<file path="config.mk">
export PLATFORM = sky130hd
export DESIGN_NAME = uart_mbox
export DESIGN_NICKNAME = d
export VERILOG_FILES = /design/src/rtl/uart_mbox_pkg.sv /design/src/rtl/uart_mbox_fifo.sv /design/src/rtl/uart_mbox.sv
export SDC_FILE = /design/constraint.sdc
export NUM_CORES = 1
export LEC_CHECK = 0
export CORE_MARGIN = 2
export CORE_UTILIZATION = 40
export DETAILED_ROUTE_END_ITERATION = 10
export SETUP_SLACK_MARGIN = 0.4
export SYNTH_ARGS = -nofsm -noshare
export SYNTH_HDL_FRONTEND = slang
export SYNTH_HIERARCHICAL = 1
export SYNTH_SLANG_ARGS = --single-unit
</file>
<file path="constraint.sdc">
create_clock -name sys_clk -period 2.9 [get_ports sys_clk]
set_input_delay 0.435 -clock sys_clk [delete_from_list [all_inputs] [get_ports sys_clk]]
set_output_delay 0.435 -clock sys_clk [all_outputs]
set_load 0.01 [all_outputs]
</file>
<file path="src/rtl/uart_mbox_pkg.sv">
// Shared register map, STATUS/IRQ_EN bit positions and the STATUS word layout for uart_mbox.
package uart_mbox_pkg;

    localparam logic [3:0] REG_RX_PUSH = 4'h0;
    localparam logic [3:0] REG_RX_POP  = 4'h1;
    localparam logic [3:0] REG_TX_PUSH = 4'h2;
    localparam logic [3:0] REG_TX_POP  = 4'h3;
    localparam logic [3:0] REG_STATUS  = 4'h4;
    localparam logic [3:0] REG_IRQ_EN  = 4'h5;

    localparam int unsigned ST_RX_OVF     = 4;
    localparam int unsigned ST_TX_OVF     = 5;
    localparam int unsigned RX_COUNT_LSB  = 8;
    localparam int unsigned TX_COUNT_LSB  = 17;
    localparam int unsigned COUNT_FIELD_W = 9;

    localparam int unsigned IRQ_RX_NONEMPTY = 0;
    localparam int unsigned IRQ_TX_NOT_FULL = 1;
    localparam int unsigned IRQ_ANY_OVF     = 2;
    localparam int unsigned IRQ_EN_W        = 3;

    // Packed image of the STATUS register, MSB first.
    typedef struct packed {
        logic [5:0]               rsvd_hi;
        logic [COUNT_FIELD_W-1:0] tx_count;
        logic [COUNT_FIELD_W-1:0] rx_count;
        logic [1:0]               rsvd_lo;
        logic                     tx_ovf;
        logic                     rx_ovf;
        logic                     tx_full;
        logic                     tx_empty;
        logic                     rx_full;
        logic                     rx_empty;
    } status_t;

endpackage

</file>
<file path="src/rtl/uart_mbox_fifo.sv">
// Synchronous FIFO with first-word-fall-through head; pushes when full and pops when empty are ignored.
module uart_mbox_fifo #(
    parameter int unsigned DATA_W = 8,
    parameter int unsigned DEPTH  = 16
) (
    input  logic                     sys_clk,
    input  logic                     sys_rst,
    input  logic                     push,
    input  logic [DATA_W-1:0]        push_data,
    input  logic                     pop,
    output logic [DATA_W-1:0]        head_c,
    output logic [$clog2(DEPTH):0]   count,
    output logic                     full,
    output logic                     empty
);

    localparam int unsigned AW = $clog2(DEPTH);

    logic [DATA_W-1:0] mem [DEPTH];
    logic [AW-1:0]     wr_ptr;
    logic [AW-1:0]     rd_ptr;
    logic [AW:0]       count_next;
    logic              do_push;
    logic              do_pop;

    assign do_push = push & ~full;
    assign do_pop  = pop & ~empty;
    assign head_c  = mem[rd_ptr];

    always_comb begin
        count_next = count;
        case ({do_push, do_pop})
            2'b10:   count_next = count + (AW+1)'(1);
            2'b01:   count_next = count - (AW+1)'(1);
            default: count_next = count;
        endcase
    end

    // Pointers wrap naturally since DEPTH is a power of two.
    always_ff @(posedge sys_clk) begin
        if (sys_rst) begin
            wr_ptr <= '0;
            rd_ptr <= '0;
            count  <= '0;
            full   <= 1'b0;
            empty  <= 1'b1;
        end else begin
            if (do_push) wr_ptr <= wr_ptr + AW'(1);
            if (do_pop)  rd_ptr <= rd_ptr + AW'(1);
            count <= count_next;
            full  <= (count_next == (AW+1)'(DEPTH));
            empty <= (count_next == '0);
        end
    end

    always_ff @(posedge sys_clk) begin
        if (do_push) mem[wr_ptr] <= push_data;
    end

endmodule

</file>
<file path="src/rtl/uart_mbox.sv">
// CSR mailbox with RX (host->CPU) and TX (CPU->host) FIFOs, sticky overflow flags and a level irq.
// Define UART_MBOX_IRQ_EN to build the IRQ_EN register and irq logic; otherwise irq stays 0.
module uart_mbox
    import uart_mbox_pkg::*;
#(
    parameter logic [3:0]  csr_addr = 4'h0,
    parameter int unsigned DATA_W   = 8,
    parameter int unsigned DEPTH    = 16
) (
    input  logic        sys_clk,
    input  logic        sys_rst,
    input  logic [13:0] csr_a,
    input  logic        csr_we,
    input  logic [31:0] csr_di,
    output logic [31:0] csr_do,
    output logic        irq
);

    localparam int unsigned AW = $clog2(DEPTH);

    logic              bank_sel;
    logic              wr_sel;
    logic [3:0]        reg_sel;
    logic              rx_push, rx_pop, tx_push, tx_pop, st_wr;
    logic [DATA_W-1:0] rx_head, tx_head;
    logic [AW:0]       rx_count, tx_count;
    logic              rx_full, rx_empty, tx_full, tx_empty;
    logic              rx_ovf, tx_ovf;
    logic [IRQ_EN_W-1:0] irq_en;
    logic [IRQ_EN_W-1:0] irq_src;
    logic              irq_next;
    status_t           status;
    logic [31:0]       rd_data;
    logic              unused_bits;

    assign unused_bits = ^{csr_a[9:4], csr_di};

    assign bank_sel = (csr_a[13:10] == csr_addr);
    assign wr_sel   = csr_we & bank_sel;
    assign reg_sel  = csr_a[3:0];
    assign rx_push  = wr_sel & (reg_sel == REG_RX_PUSH);
    assign rx_pop   = wr_sel & (reg_sel == REG_RX_POP);
    assign tx_push  = wr_sel & (reg_sel == REG_TX_PUSH);
    assign tx_pop   = wr_sel & (reg_sel == REG_TX_POP);
    assign st_wr    = wr_sel & (reg_sel == REG_STATUS);

    uart_mbox_fifo #(.DATA_W(DATA_W), .DEPTH(DEPTH)) u_rx_fifo (
        .sys_clk   (sys_clk),
        .sys_rst   (sys_rst),
        .push      (rx_push),
        .push_data (csr_di[DATA_W-1:0]),
        .pop       (rx_pop),
        .head_c    (rx_head),
        .count     (rx_count),
        .full      (rx_full),
        .empty     (rx_empty)
    );

    uart_mbox_fifo #(.DATA_W(DATA_W), .DEPTH(DEPTH)) u_tx_fifo (
        .sys_clk   (sys_clk),
        .sys_rst   (sys_rst),
        .push      (tx_push),
        .push_data (csr_di[DATA_W-1:0]),
        .pop       (tx_pop),
        .head_c    (tx_head),
        .count     (tx_count),
        .full      (tx_full),
        .empty     (tx_empty)
    );

    // Sticky overflow flags; a new overflow beats a same-cycle W1C.
    always_ff @(posedge sys_clk) begin
        if (sys_rst) begin
            rx_ovf <= 1'b0;
            tx_ovf <= 1'b0;
        end else begin
            if (rx_push && rx_full)                rx_ovf <= 1'b1;
            else if (st_wr && csr_di[ST_RX_OVF])   rx_ovf <= 1'b0;
            if (tx_push && tx_full)                tx_ovf <= 1'b1;
            else if (st_wr && csr_di[ST_TX_OVF])   tx_ovf <= 1'b0;
        end
    end

`ifdef UART_MBOX_IRQ_EN
    always_ff @(posedge sys_clk) begin
        if (sys_rst)                                 irq_en <= '0;
        else if (wr_sel && reg_sel == REG_IRQ_EN)    irq_en <= csr_di[IRQ_EN_W-1:0];
    end
`else
    assign irq_en = '0;
`endif

    always_comb begin
        irq_src                  = '0;
        irq_src[IRQ_RX_NONEMPTY] = ~rx_empty;
        irq_src[IRQ_TX_NOT_FULL] = ~tx_full;
        irq_src[IRQ_ANY_OVF]     = rx_ovf | tx_ovf;
    end

    assign irq_next = |(irq_en & irq_src);

    always_comb begin
        status          = '0;
        status.tx_count = COUNT_FIELD_W'(tx_count);
        status.rx_count = COUNT_FIELD_W'(rx_count);
        status.tx_ovf   = tx_ovf;
        status.rx_ovf   = rx_ovf;
        status.tx_full  = tx_full;
        status.tx_empty = tx_empty;
        status.rx_full  = rx_full;
        status.rx_empty = rx_empty;
    end

    // Read mux sees pre-write state; head is masked to zero while its FIFO is empty.
    always_comb begin
        rd_data = '0;
        if (bank_sel) begin
            case (reg_sel)
                REG_RX_POP: begin
                    rd_data[DATA_W]     = ~rx_empty;
                    rd_data[DATA_W-1:0] = rx_empty ? '0 : rx_head;
                end
                REG_TX_POP: begin
                    rd_data[DATA_W]     = ~tx_empty;
                    rd_data[DATA_W-1:0] = tx_empty ? '0 : tx_head;
                end
                REG_STATUS: rd_data = status;
                REG_IRQ_EN: rd_data[IRQ_EN_W-1:0] = irq_en;
                default:    rd_data = '0;
            endcase
        end
    end

    always_ff @(posedge sys_clk) begin
        if (sys_rst) begin
            csr_do <= '0;
            irq    <= 1'b0;
        end else begin
            csr_do <= rd_data;
            irq    <= irq_next;
        end
    end

endmodule

</file>
### Word-level counts from Yosys, hierarchy flattened

Memories as Yosys holds them, arrays and structs flattened. A register that Yosys moved wholly into a read port is not among the register bits.
Index checks and enable logic that the tools add are counted.

* $add $sub $neg: 8
* $mul: 0
* div/mod/pow operators: 0
* $lt $le $gt $ge: 0
* equality and inequality tests: 10
* shift-type cells: 0
* multiplexer cells: 18
* bitwise gates (word level): 16
* reductions and logical operators: 12

Operators with widths (count)
* case mux 5 bit (2 select lines): 2
* case mux 6 bit (3 select lines): 1
* adder 4 x 1 -> 4 bit (second input constant): 4
* 2-to-1 mux 4 bit: 4
* 2-to-1 mux 8 bit: 2
* adder 5 x 1 -> 5 bit (second input constant): 2
* AND 1 bit: 10
* equality test 5 bit (second input constant): 2
* logical NOT 5 bit: 2
* subtractor 5 x 1 -> 5 bit (second input constant): 2
* case mux 3 bit (3 select lines): 1
* equality test 4 x 2 -> 1 bit (second input constant): 2
* logical NOT 4 bit: 2
* 2-to-1 mux 1 bit: 8
* NOT 1 bit: 6
* equality test 2 x 1 -> 1 bit (second input constant): 2
* equality test 2 bit (second input constant): 2
* equality test 4 x 1 -> 1 bit (second input constant): 1
* equality test 4 x 3 -> 1 bit (second input constant): 1
* logical AND 1 bit: 4
* nonzero test 2 bit: 2
* OR reduction 3 bit: 1
* OR reduction 2 bit: 1

* register bits: 64
* latch bits: 0
* RAM bits: 256
* memory bits (read-only): 0
* input bits: 49
* output and inout bits: 33
* logic and storage cells: 80
* memories: 2

Memories
* u_rx_fifo.mem: depth 16, width 8, rd ports 1, clocked after Yosys merged registers in 1, wr ports 1, RTL line uart_mbox_fifo.sv:19 `logic [DATA_W-1:0] mem [DEPTH];`
* u_tx_fifo.mem: depth 16, width 8, rd ports 1, clocked after Yosys merged registers in 1, wr ports 1, RTL line uart_mbox_fifo.sv:19

### Logic depth before layout (Yosys ltp)

Gate-level depths: netlist of run 1.

* word-level depth: 7
* mapped depth: 14

### Modules after synthesis

The synthesis of run 1 kept the hierarchy.

By module, submodules not included
* uart_mbox_fifo: times used 2, cells an instance 303, area an instance 5845.6 um2, seq. area each 4224.1 um2
* uart_mbox: times used 1, cells an instance 110, area an instance 1034.7 um2, seq. area each 400.4 um2

### Worst setup path after synthesis of run 1

OpenSTA, ideal clock, no wires.

* path type: input to register
* from: input csr_a[11]
* to: register u_rx_fifo.full
* setup time: 0.091 ns
* arrival: 3.028 ns
* required time: 2.809 ns
* setup slack: -0.220 ns
* stages on the path: 12
* buffers on the path: 0
* cell sequence: nor4_1 -> nand2_1 -> nor3b_1 -> nand2b_4 -> inv_2 -> nand2_1 -> xnor2_1 -> ha_1 -> nor3b_1 -> or3b_1 -> a22oi_1 -> nor4bb_1

* cells in the longest elaborated chain, start to end: 7

Ends and longest elaborated chain
* start, declared: RTL line uart_mbox.sv:12 `input logic [13:0] csr_a,`
* logical NOT 4 bit (*): RTL line uart_mbox.sv:38 `assign bank_sel = (csr_a[13:10] == csr_addr);`
* AND 1 bit (*): RTL line uart_mbox.sv:39 `assign wr_sel = csr_we & bank_sel;`
* AND 1 bit (*): RTL line uart_mbox.sv:42 `assign rx_pop = wr_sel & (reg_sel == REG_RX_POP);`
* named net rx_pop: RTL line uart_mbox.sv:24 `logic rx_push, rx_pop, tx_push, tx_pop, st_wr;`
* AND 1 bit (*): RTL line uart_mbox_fifo.sv:27 `assign do_pop = pop & ~empty;`
* equality test 2 x 1 -> 1 bit or equality test 2 bit (tied branches): RTL line uart_mbox_fifo.sv:32 `case ({do_push, do_pop})`
* case mux 5 bit (2 select lines) (*): RTL line uart_mbox_fifo.sv:32
* equality test 5 bit (*): RTL line uart_mbox_fifo.sv:51 `full <= (count_next == (AW+1)'(DEPTH));`
* end signal, assigned: RTL line uart_mbox_fifo.sv:51
* end, declared: RTL line uart_mbox_fifo.sv:13 `output logic full,`

Mark *: on every way through the listed nets, which the timed path passes. The rest lies on a longest branch.
A chain may end at the register's enable or synchronous reset.

### Worst setup path in the final report of run 1

* from: input csr_a[13]
* to: register u_rx_fifo.full

* cells in the longest elaborated chain, start to end: 7

Ends and longest elaborated chain
* logical NOT 4 bit (*): RTL line uart_mbox.sv:38
* AND 1 bit (*): RTL line uart_mbox.sv:39
* AND 1 bit (*): RTL line uart_mbox.sv:41 `assign rx_push = wr_sel & (reg_sel == REG_RX_PUSH);`
* named net rx_push: RTL line uart_mbox.sv:24
* AND 1 bit (*): RTL line uart_mbox_fifo.sv:26 `assign do_push = push & ~full;`
* equality test 2 x 1 -> 1 bit or equality test 2 bit (tied branches): RTL line uart_mbox_fifo.sv:32
* case mux 5 bit (2 select lines) (*): RTL line uart_mbox_fifo.sv:32
* equality test 5 bit (*): RTL line uart_mbox_fifo.sv:51

Marks and branches as above.

==> results of run 1 <==
## power by group
group | total (µW) | switching [µW] | leakage (µW) | internal (µW)
sequential | 4870 | 0.430 | 0.00277 | 4870
clock | 4270 | 1620 | 0.000537 | 2650
combinational | 149 | 104 | 0.00158 | 45.0
total | 9290 | 1720 | 0.00489 | 7560
## per-stage QoR
step	setup TNS (ps)	total power, µW	worst slack [ps]	hold WS (ps)
after floorplan	0	5010	139	431
after global placement	-2590	5110	-433	456
after detailed placement	-3600	5110	-596	474
after CTS	0	9370	401	451
after global routing	0	9560	307	370
final	0	9290	437	365
## final cells by class
type	count	share of cell area, %
flip-flops and latches	314	58.0
clock buffers	38	5.45
multi-input cells	352	24.5
inverters	11	0.385
clock inverters	18	1.80
well taps	402	3.30
repair buffers	119	6.54
## Yosys cell counts, types with 12 or more instances
| library cell | number | area [µm²] |
|---|---|---|
| buf_4 | 23 | 173 |
| nor3_1 | 13 | 65.1 |
| dfxtp_1 | 58 | 1160 |
| nor2_1 | 58 | 218 |
| edfxtp_1 | 256 | 7690 |
| nand2_1 | 32 | 120 |
| a21oi_1 | 15 | 75.1 |
| xor2_1 | 12 | 105 |
| ha_1 | 14 | 175 |
| mux4_2 | 80 | 1800 |
## worst max-delay path, cell delays in order
cell and delay, ps:
buf_6 100, nor4_4 310, nand2_2 150, nor3_2 160, nor2b_4 200, clkinv_4 80, nand2_4 70, xnor2_2 110
ha_2 300, nor3b_2 200, or3b_4 400, a22oi_2 200, nor4bb_2 210
## layer usage
layer,global-route usage (%),share of wire [%]
met1,21.3,42
met3,2.63,5.0
met2,28.4,51
met5,0,0
met4,3.61,1.6
## state kept, by name, indices dropped and copies added, names as in the netlist, named ones only
register,count
u_tx_fifo/count,5
rx_ovf,1
csr_do,18
tx_ovf,1
u_rx_fifo/rd_ptr,4
u_rx_fifo/count,5
u_rx_fifo/mem,128
u_rx_fifo/full,1
u_tx_fifo/empty,1
u_tx_fifo/full,1
u_tx_fifo/rd_ptr,4
u_rx_fifo/empty,1
u_rx_fifo/wr_ptr,4
u_tx_fifo/mem,128
u_tx_fifo/wr_ptr,4
## worst paths after layout
check | start | end | slack [ps] | cells past startpoint
min | csr_a[1] | tx_ovf$_SDFFE_PP0P_ | 360 | 4
max reg2reg | u_rx_fifo/empty$_SDFF_PP1_ | u_rx_fifo/full$_SDFF_PP0_ | 570 | 9
max | csr_a[13] | u_rx_fifo/full$_SDFF_PP0_ | 440 | 13
min reg2reg | rx_ovf$_SDFFE_PP0P_ | rx_ovf$_SDFFE_PP0P_ | 480 | 2
## kinds of logic after synthesis
kind of cell,count (synthesis)
flops,314
simple gates,174
mux,82
buf+inv,64
compound gates,45
xor+xnor,22
fa+ha+maj,14
other cells,1
## placed cells by master, fill, tap and decap left out, drive strengths merged, types with 3 or more instances in the layout
cell type / count
a21oi: 17
a22oi: 3
a31oi: 8
and2: 9
buf: 86
bufinv: 7
clkbuf: 42
clkdlybuf4s50: 27
clkinv: 10
conb: 15
dfxtp: 58
edfxtp: 256
ha: 14
inv: 10
mux4: 80
nand2: 32
nand2b: 10
nand3: 10
nand3b: 8
nand4: 6
nor2: 58
nor2b: 3
nor3: 14
nor3b: 6
nor4b: 4
nor4bb: 3
o21ai: 4
or3b: 3
or4: 3
xnor2: 10
xor2: 12
## timing repair
item                                    4_1_cts  5_1_grt
resized for setup                            25       29
cloned                                        0        0
setup buffers                                 3        6
pin swaps                                     9       16
endpoints found under the setup margin        9        5
hold buffers                                  0        0
==> impl_metrics.csv, run 1 <==
group,metric,value,unit
run_status,status,"complete, no violations",
logic_synthesis,synth_simple_gate_area_share,7.32,%
flow_run,max_cap_viol_count,0,
final_layout,finalCoreUtilization,48.5,%
floorplan,pin_count,82,
final_layout,seq_area,0.00885,mm²
global_routing,largest_net_degree_at_the_start_of_global_routing,33,
floorplan,start_util,40.4,%
logic_synthesis,yosys-mux-area-fraction,14.3,%
worst_setup_path,criticalPathCategory,"input port to flop",
routing,dr.first_iter.drc_count,682,
global_routing,grt_use_total,16.2,%
final_layout,layout-area-overhead-vs-synth,19.9,%
timing,final.period_utilization,84.9,%
logic_synthesis,synth_xor_xnor_area_share,1.51,%
final_layout,insertedDiodeCount,0,
logic_synthesis,post_synth.cell_area_avg,17.8,µm²
worst_setup_path,worst_setup_ep_type,"flop",
placement,post_placement_cell_area,0.0140,mm²
global_routing,first_global_vias,6866,
pwr,power.static_leakage,0.00489,µW
global_routing,overflow,0,
timing,final-hold-violation-count,0,
timing,worst-slew-pin-transition,663,ps
min_path,hold_path_class,"input port to flop",
worst_setup_path,crit_fanout,3,
floorplan,chipHeight,182,µm
logic_synthesis,yosys_register_bits,314,
placement,finalWeightedCongestion,0.822,
routing,detailroute.via_count,6584,
logic_synthesis,synth_adder_area_share,1.38,%
pwr,vdd_drop_max,397,µV
timing,timing.fmax,406,MHz
routing,drt_pass1_iterations,5,
floorplan,standard_cell_row_count,65,
logic_synthesis,synth_top_family_by_area,"multiplexers",
logic_synthesis,synth.distinct_cells,52,
placement,detailed_place_hpwl,17.2,mm
floorplan,floorplan.core_area,0.0315,mm²
logic_synthesis,number_of_flops_mapped_to_enable_cells_by_yosys,256,
routing,detail_route.vias_per_cell,5.25,
final_layout,stdcell_area,0.0153,mm²
clocking,cts-htree-levels,1,
logic_synthesis,yosysSeqAreaShare,69.5,%
logic_synthesis,syn-cell-area,0.0127,mm²
routing,antenna_left,0,
logic_synthesis,synthFlopType,"edfxtp_1",
logic_synthesis,synth_compound_area_share,2.86,%
timing,final.min_clock_period,2460,ps
worst_setup_path,timing.critical_path.from_type,"input port",
global_routing,initial_antenna_violation_count,0,
routing,avgRoutedWirePerCell,21.0,µm
timing,relative_slew_margins,55.7,%
final_layout,drive_above_1_share,32.3,%
final_layout,layoutNonFillerInstCount,1254,
routing,wire_length_reported_by_the_detailed_router,26.4,mm
worst_setup_path,critical_path_arrival,2920,ps
placement,dp.cells,1189,
clocking,source_to_sink_clock_delay_at_the_later_pin_of_the_worst_skew_pair,550,ps
timing,report.final.setup_viol,0,
final_layout,total_area_of_multi_input_combinational_cells,0.00374,mm²
clocking,numClockSinks,314,
logic_synthesis,asyncSetResetFlopFracSynth,0,%
worst_setup_path,required_time_worst_endpoint,3360,ps
clocking,tritoncts,"yes",
floorplan,die_area,0.0333,mm²
logic_synthesis,synthesis.instances,716,
timing,rsz_0062_raised_after_global_routing,"yes",
timing,finalMaxSlewViolations,0,
clocking,clockBufferDepth,3,
timing,finalClockSkew,11.8,ps
logic_synthesis,yosysWarnings,6,
clocking,clk_transition_reported_paths,60,ps
clocking,clock-root-buffer,"clkbuf_16",
final_layout,fill_cells,2594,
routing,remaining_drc_errors,0,
final_layout,nNetsFinal,892,
floorplan,die-width,182,µm
global_routing,first_pass_grt_wire_length,40.5,mm
placement,buffer_ports.inserted,36,
pwr,power-per-cell-area,608,mW/mm²
clocking,clock_buffers_created_by_tritoncts,31,
No activity file was read; power rests on OpenSTA's default activity.
==> inputs of run 2 (changes only) <==
Clock period 2.9 ns to 2.1 ns, I/O delays scaled along.
==> run 2 against run 1 <==
First-iteration DRC count is 33% lower. The run now ends with negative setup slack left. Critical path depth unchanged. Register-to-register slack got worse by 600 ps. Sequential cell count stayed put. Worst setup slack lost 710 ps. Clock power rose by 34%. Sequential share of layout area down 4.1 points. Total power is 36% higher. Non-clock buffer count grew 33. Routed wire length increased by 8.5%.
==> impl_metrics.csv, run 2 (synthesis gave the netlist of run 1 again) <==
group,metric,value,unit
clocking,source_to_sink_clock_delay_at_the_later_pin_of_the_worst_skew_pair,510,ps
clocking,cts-htree-levels,2,
pwr,p_int,10200,µW
flow_run,max_cap_viol_count,0,
placement,finalWeightedCongestion,0.795,
timing,finalMaxSlewViolations,0,
global_routing,largest_net_degree_at_the_start_of_global_routing,42,
final_layout,nNetsFinal,928,
pwr,power.static_leakage,0.00524,µW
worst_setup_path,path_cells,"buf_6, nor4_4, buf_4, and3_4, nor2b_4, inv_8, nand2_8, xnor2_4, ha_4, nor3b_2, or3b_4, a22oi_2, nor4bb_2",
placement,dp.cells,1195,
pwr,share_seq_of_total_power,53.1,%
routing,detail_route.vias_per_cell,5.28,
global_routing,overflow,0,
final_layout,layoutNonFillerInstCount,1290,
min_path,hold_path_class,"input port to flop",
clocking,numClockSinks,314,
global_routing,initial_antenna_violation_count,0,
worst_setup_path,crit_fanout,2,
timing,report.final.setup_viol,6,
worst_setup_path,worst_setup_ep_type,"flop",
final_layout,mostFrequentLayoutCells,"edfxtp_1 (256), mux4_2 (80), buf_4 (68)",
run_status,violated_checks,"negative setup slack",
pwr,fraction_of_power_consumed_by_combinational_cells,1.7,%
pwr,vdd_drop_max,508,µV
timing,final.period_utilization,113,%
floorplan,standard_cell_row_count,65,
placement,buffer_ports.inserted,36,
pwr,switching_power,2470,µW
final_layout,finalCoreUtilization,52.2,%
floorplan,floorplan.core_area,0.0315,mm²
run_status,status,"finished, violations left",
routing,wire_length_reported_by_the_detailed_router,28.6,mm
pwr,power-per-cell-area,770,mW/mm²
placement,post_placement_cell_area,0.0146,mm²
clocking,tritoncts,"yes",
final_layout,insertedDiodeCount,0,
final_layout,mostFrequentLayoutCell,"edfxtp_1",
worst_setup_path,timing.critical_path.from_type,"input port",
final_layout,reg_top3,"u_rx_fifo/mem x128, u_tx_fifo/mem x128, csr_do x18",
worst_setup_path,max_stage_delay,410,ps
routing,remaining_drc_errors,0,
pwr,clock_power_share,45.2,%
final_layout,stdcell_area,0.0164,mm²
clocking,clockBufferDepth,3,
timing,timing.hold.ws,311,ps
clocking,clock-root-buffer,"clkbuf_16",
floorplan,start_util,40.4,%
routing,avgRoutedWirePerCell,22.2,µm
pwr,sw_frac_of_total,19.5,%
timing,rsz_0062_raised_after_global_routing,"yes",
routing,drt_pass1_iterations,4,
worst_setup_path,required_time_worst_endpoint,2520,ps
global_routing,first_global_vias,7329,
routing,detailroute.via_count,6812,
clocking,clock_buffers_created_by_tritoncts,34,
worst_setup_path,crit_buf_inv,3,
floorplan,die_area,0.0333,mm²
global_routing,first_pass_grt_wire_length,43.1,mm
global_routing,grt_use_total,17.4,%
floorplan,die-width,182,µm
worst_setup_path,timing.critical_path.slowest_stage_cell,"or3b_4",
timing,final-hold-violation-count,0,
timing,final.min_clock_period,2380,ps
worst_setup_path,critical_path_arrival,2790,ps
routing,antenna_left,0,
worst_setup_path,criticalPathCategory,"input port to flop",
timing,finalWorstSetupSlack,-276,ps
floorplan,chipHeight,182,µm
placement,detailed_place_hpwl,18.7,mm
timing,finalClockSkew,10.4,ps
routing,dr.first_iter.drc_count,456,
placement,place_worst_setup_slack,-1210,ps
final_layout,drive_above_1_share,40.8,%
clocking,clk_transition_reported_paths,60,ps
timing,timing.fmax,421,MHz
floorplan,pin_count,82,
worst_setup_path,timing.critical_path.max_delay_family,"simple AND/OR/NAND/NOR gates",
final_layout,layout-area-overhead-vs-synth,29.2,%
run 2: cell types whose count changed in the layout (fill, tap and decap cells not counted), sizes merged, moves of 2 or more:
cell,delta
buf,+35
bufinv,-4
clkbuf,+2
clkdlybuf4s50,-6
clkinv,+2
dlygate4sd2,+7
run 2: worst reg2reg max path, delay by kind of cell, from the launching register on:
kind / cells / cell delay (ps)
buf+inv: 1 / 80
flops: 1 / 320
fa+ha+maj: 1 / 230
simple gates: 5 / 1030
compound gates: 1 / 210
xor+xnor: 1 / 170
run 2: area by class of cell:
class | count | area, µm²
clock inverter | 16 | 170
clock buffer | 43 | 895
inverter | 11 | 63.8
timing repair buffer | 152 | 1670
multi-input combinational | 352 | 4280
sequential | 314 | 8860
tap | 402 | 503
fill | 2457 | 15000
run 2: power groups by stage:
stage	registers [µW]	logic, µW	clock network [µW]
floorplan	6860	70.0	0
global placement	6850	203	0
detailed placement	6850	214	0
CTS	6720	216	5860
global route	6710	235	6080
finish	6720	215	5720
run 2: path summary, 6_finish.rpt:
path | from | to | slack [ps] | depth (start not counted)
max | csr_a[10] | u_tx_fifo/full$_SDFF_PP0_ | -280 | 13
min | csr_we | rx_ovf$_SDFFE_PP0P_ | 310 | 5
max reg2reg | u_tx_fifo/empty$_SDFF_PP1_ | u_tx_fifo/full$_SDFF_PP0_ | -30 | 9
min reg2reg | rx_ovf$_SDFFE_PP0P_ | rx_ovf$_SDFFE_PP0P_ | 490 | 2
run 2: per-stage QoR:
stage / setup TNS [ps] / power [µW]
finish: -1080 / 12700
global route: -1710 / 13000
CTS: -703 / 12800
detailed placement: -161320 / 7070
global placement: -155100 / 7060
floorplan: -3010 / 6930
run 2: what timing repair did:
action                                  in CTS  in global routing
cloned                                       2                  1
gates resized for setup                     74                 36
pin swaps                                   34                 36
setup buffers                               24                  9
endpoints found under the setup margin     296                286
hold buffers                                 0                  0
run 2: layer usage:
layer	vias to the layer above	wire length, µm	GRT usage, %
met5	-	0	0
met4	0	760	5.32
met3	51	1140	3.23
met2	150	15400	31.8
met1	3543	11300	20.9
li1	3068	-	-
==> inputs of run 3 (changes only) <==
Settings changed: CORE_UTILIZATION 40 to 50, PLACE_DENSITY from default to 0.72.
==> run 3 against run 2 <==
The run still ends with negative setup slack left. Total power shrank 2.0%. Combinational power grew 4%. Cell count shrank 6.4%. Die area shrank 20%. Routed wire length shrank 1.7%. Worst hold slack gained 24 ps. Design area shrank 0.88%. Sequential cell count is the same. Via count grew 0.19%. Sequential share of layout area grew 0.49 points. Fmax grew 0.40%.
==> impl_metrics.csv, run 3 (synthesis gave the netlist of run 1 again) <==
group,metric,value,unit
run_status,status,"finished, violations left",
run_status,violated_checks,"negative setup slack",
timing,report.final.setup_viol,4,
placement,detailed_place_hpwl,18.4,mm
clocking,cts.hold.buffers_added,0,
floorplan,die-width,164,µm
global_routing,use_met1,28.1,%
routing,avgRoutedWirePerCell,23.3,µm
worst_setup_path,crit_buf_inv,3,
final_layout,finalCoreUtilization,64.9,%
final_layout,drive_above_1_share,40.9,%
final_layout,insertedDiodeCount,0,
clocking,clk_transition_reported_paths,60,ps
routing,antenna_left,0,
timing,final.min_clock_period,2370,ps
routing,remaining_drc_errors,0,
worst_setup_path,timing.critical_path.from_type,"input port",
floorplan,start_util,50.7,%
routing,detailroute.via_count,6825,
pwr,vdd_drop_max,740,µV
routing,wire_length_reported_by_the_detailed_router,28.1,mm
timing,relative_slew_margins,63.6,%
flow_run,max_cap_viol_count,0,
timing,finalMaxSlewViolations,0,
global_routing,grt_use_met2,36.9,%
timing,rsz_0062_raised_after_global_routing,"yes",
final_layout,layout-area-overhead-vs-synth,28.0,%
global_routing,grt_use_total,21.3,%
global_routing,initial_antenna_violation_count,0,
worst_setup_path,critical_path_arrival,2810,ps
pwr,power.static_leakage,0.00520,µW
worst_setup_path,cp_most_frequent_cell,"nor3b_4",
worst_setup_path,required_time_worst_endpoint,2550,ps
clocking,source_to_sink_clock_delay_at_the_later_pin_of_the_worst_skew_pair,540,ps
clocking,cts-htree-levels,1,
worst_setup_path,path_cells,"clkdlybuf4s15_1, nor3b_4, buf_4, and3_4, nor2b_4, inv_8, nand2_8, xnor2_4, ha_4, nor3b_4, or3b_4, a22oi_2, nor4bb_4",
clocking,clockBufferDepth,3,
timing,final-hold-violation-count,0,
floorplan,chipHeight,164,µm
final_layout,fill_cells,1675,
placement,buffer_ports.inserted,36,
timing,timing.hold.ws,335,ps
timing,finalClockSkew,7.68,ps
clocking,clock-root-buffer,"clkbuf_16",
final_layout,mostFrequentLayoutCell,"edfxtp_1",
global_routing,gr-usage-met3,2.89,%
clocking,clock_buffers_created_by_tritoncts,31,
timing,worst-slew-pin-transition,545,ps
routing,drt_pass1_iterations,4,
floorplan,die_area,0.0267,mm²
timing,final.period_utilization,113,%
placement,finalWeightedCongestion,0.918,
global_routing,first_global_vias,6974,
worst_setup_path,worst_setup_ep_type,"flop",
global_routing,first_pass_grt_wire_length,41.8,mm
final_layout,reg_top3,"u_rx_fifo/mem x128, u_tx_fifo/mem x128, csr_do x18",
floorplan,pin_count,82,
timing,finalWorstSetupSlack,-266,ps
clocking,numClockSinks,314,
worst_setup_path,timing.critical_path.slowest_stage_cell,"or3b_4",
min_path,hold_path_class,"input port to flop",
clocking,tritoncts,"yes",
final_layout,nNetsFinal,917,
worst_setup_path,max_stage_delay,410,ps
global_routing,global_route.peak_usage_layer,"met2",
final_layout,mostFrequentLayoutCells,"edfxtp_1 (256), mux4_2 (80), buf_4 (67)",
worst_setup_path,criticalPathCategory,"input port to flop",
timing,timing.fmax,423,MHz
floorplan,floorplan.core_area,0.0251,mm²
routing,dr.first_iter.drc_count,621,
global_routing,overflow,0,
worst_setup_path,timing.critical_path.max_delay_family,"simple AND/OR/NAND/NOR gates",
floorplan,standard_cell_row_count,58,
global_routing,largest_net_degree_at_the_start_of_global_routing,33,
pwr,power-per-cell-area,761,mW/mm²
routing,detail_route.vias_per_cell,5.65,
worst_setup_path,crit_fanout,2,
run 3: power breakdown:
part	internal [µW]	leakage [µW]	switching, µW
clock network	3210	0.000503	2250
registers	6720	0.00277	0.582
logic	72.7	0.00193	152
run 3: repair_timing:
item / CTS / global route
setup endpoints to repair: 307 / 293
setup buffers: 14 / 14
pin swaps: 53 / 42
gates cloned: 0 / 2
resized for setup: 80 / 26
run 3: final cells by class:
type / instances / area [µm²] / share of cell area, %
Tap cell: 330 / 413 / 2.53
Multi-Input combinational cell: 352 / 4340 / 26.7
Inverter: 11 / 63.8 / 0.392
Clock inverter: 23 / 233 / 1.43
Sequential cell: 314 / 8860 / 54.4
Timing Repair Buffer: 144 / 1600 / 9.79
Clock buffer: 34 / 787 / 4.83
run 3: worst min-delay path: cells and delay by family:
kind | cells | cell delay, ps
buf+inv | 1 | 240
compound gates | 1 | 60
simple gates | 2 | 210
run 3: layer usage:
metal	wire length [µm]	up-vias
met2	14800	200
li1	-	3062
met3	1360	47
met1	11200	3516
met4	786	0
met5	0	-
run 3: stage by stage:
step	setup WS, ps	power, µW	cells	setup TNS [ps]	instance area (µm²)
after CTS	-206	12500	1192	-632	15900
after floorplan	-540	6930	730	-3010	13400
final	-266	12400	1208	-956	16300
after global placement	-1050	7060	1121	-148670	14500
after detailed placement	-1270	7070	1121	-176630	14500
after global routing	-368	12700	1208	-1880	16300
run 3: path summary, 6_finish.rpt:
| check | slack [ps] | startpoint | cells after the start | endpoint |
|---|---|---|---|---|
| setup reg to reg | -70 | u_tx_fifo/full$_SDFF_PP0_ | 9 | u_tx_fifo/full$_SDFF_PP0_ |
| hold reg to reg | 490 | tx_ovf$_SDFFE_PP0P_ | 2 | tx_ovf$_SDFFE_PP0P_ |
| setup / recovery | -270 | csr_we | 13 | u_tx_fifo/full$_SDFF_PP0_ |
| hold / removal | 340 | csr_a[1] | 4 | tx_ovf$_SDFFE_PP0P_ |
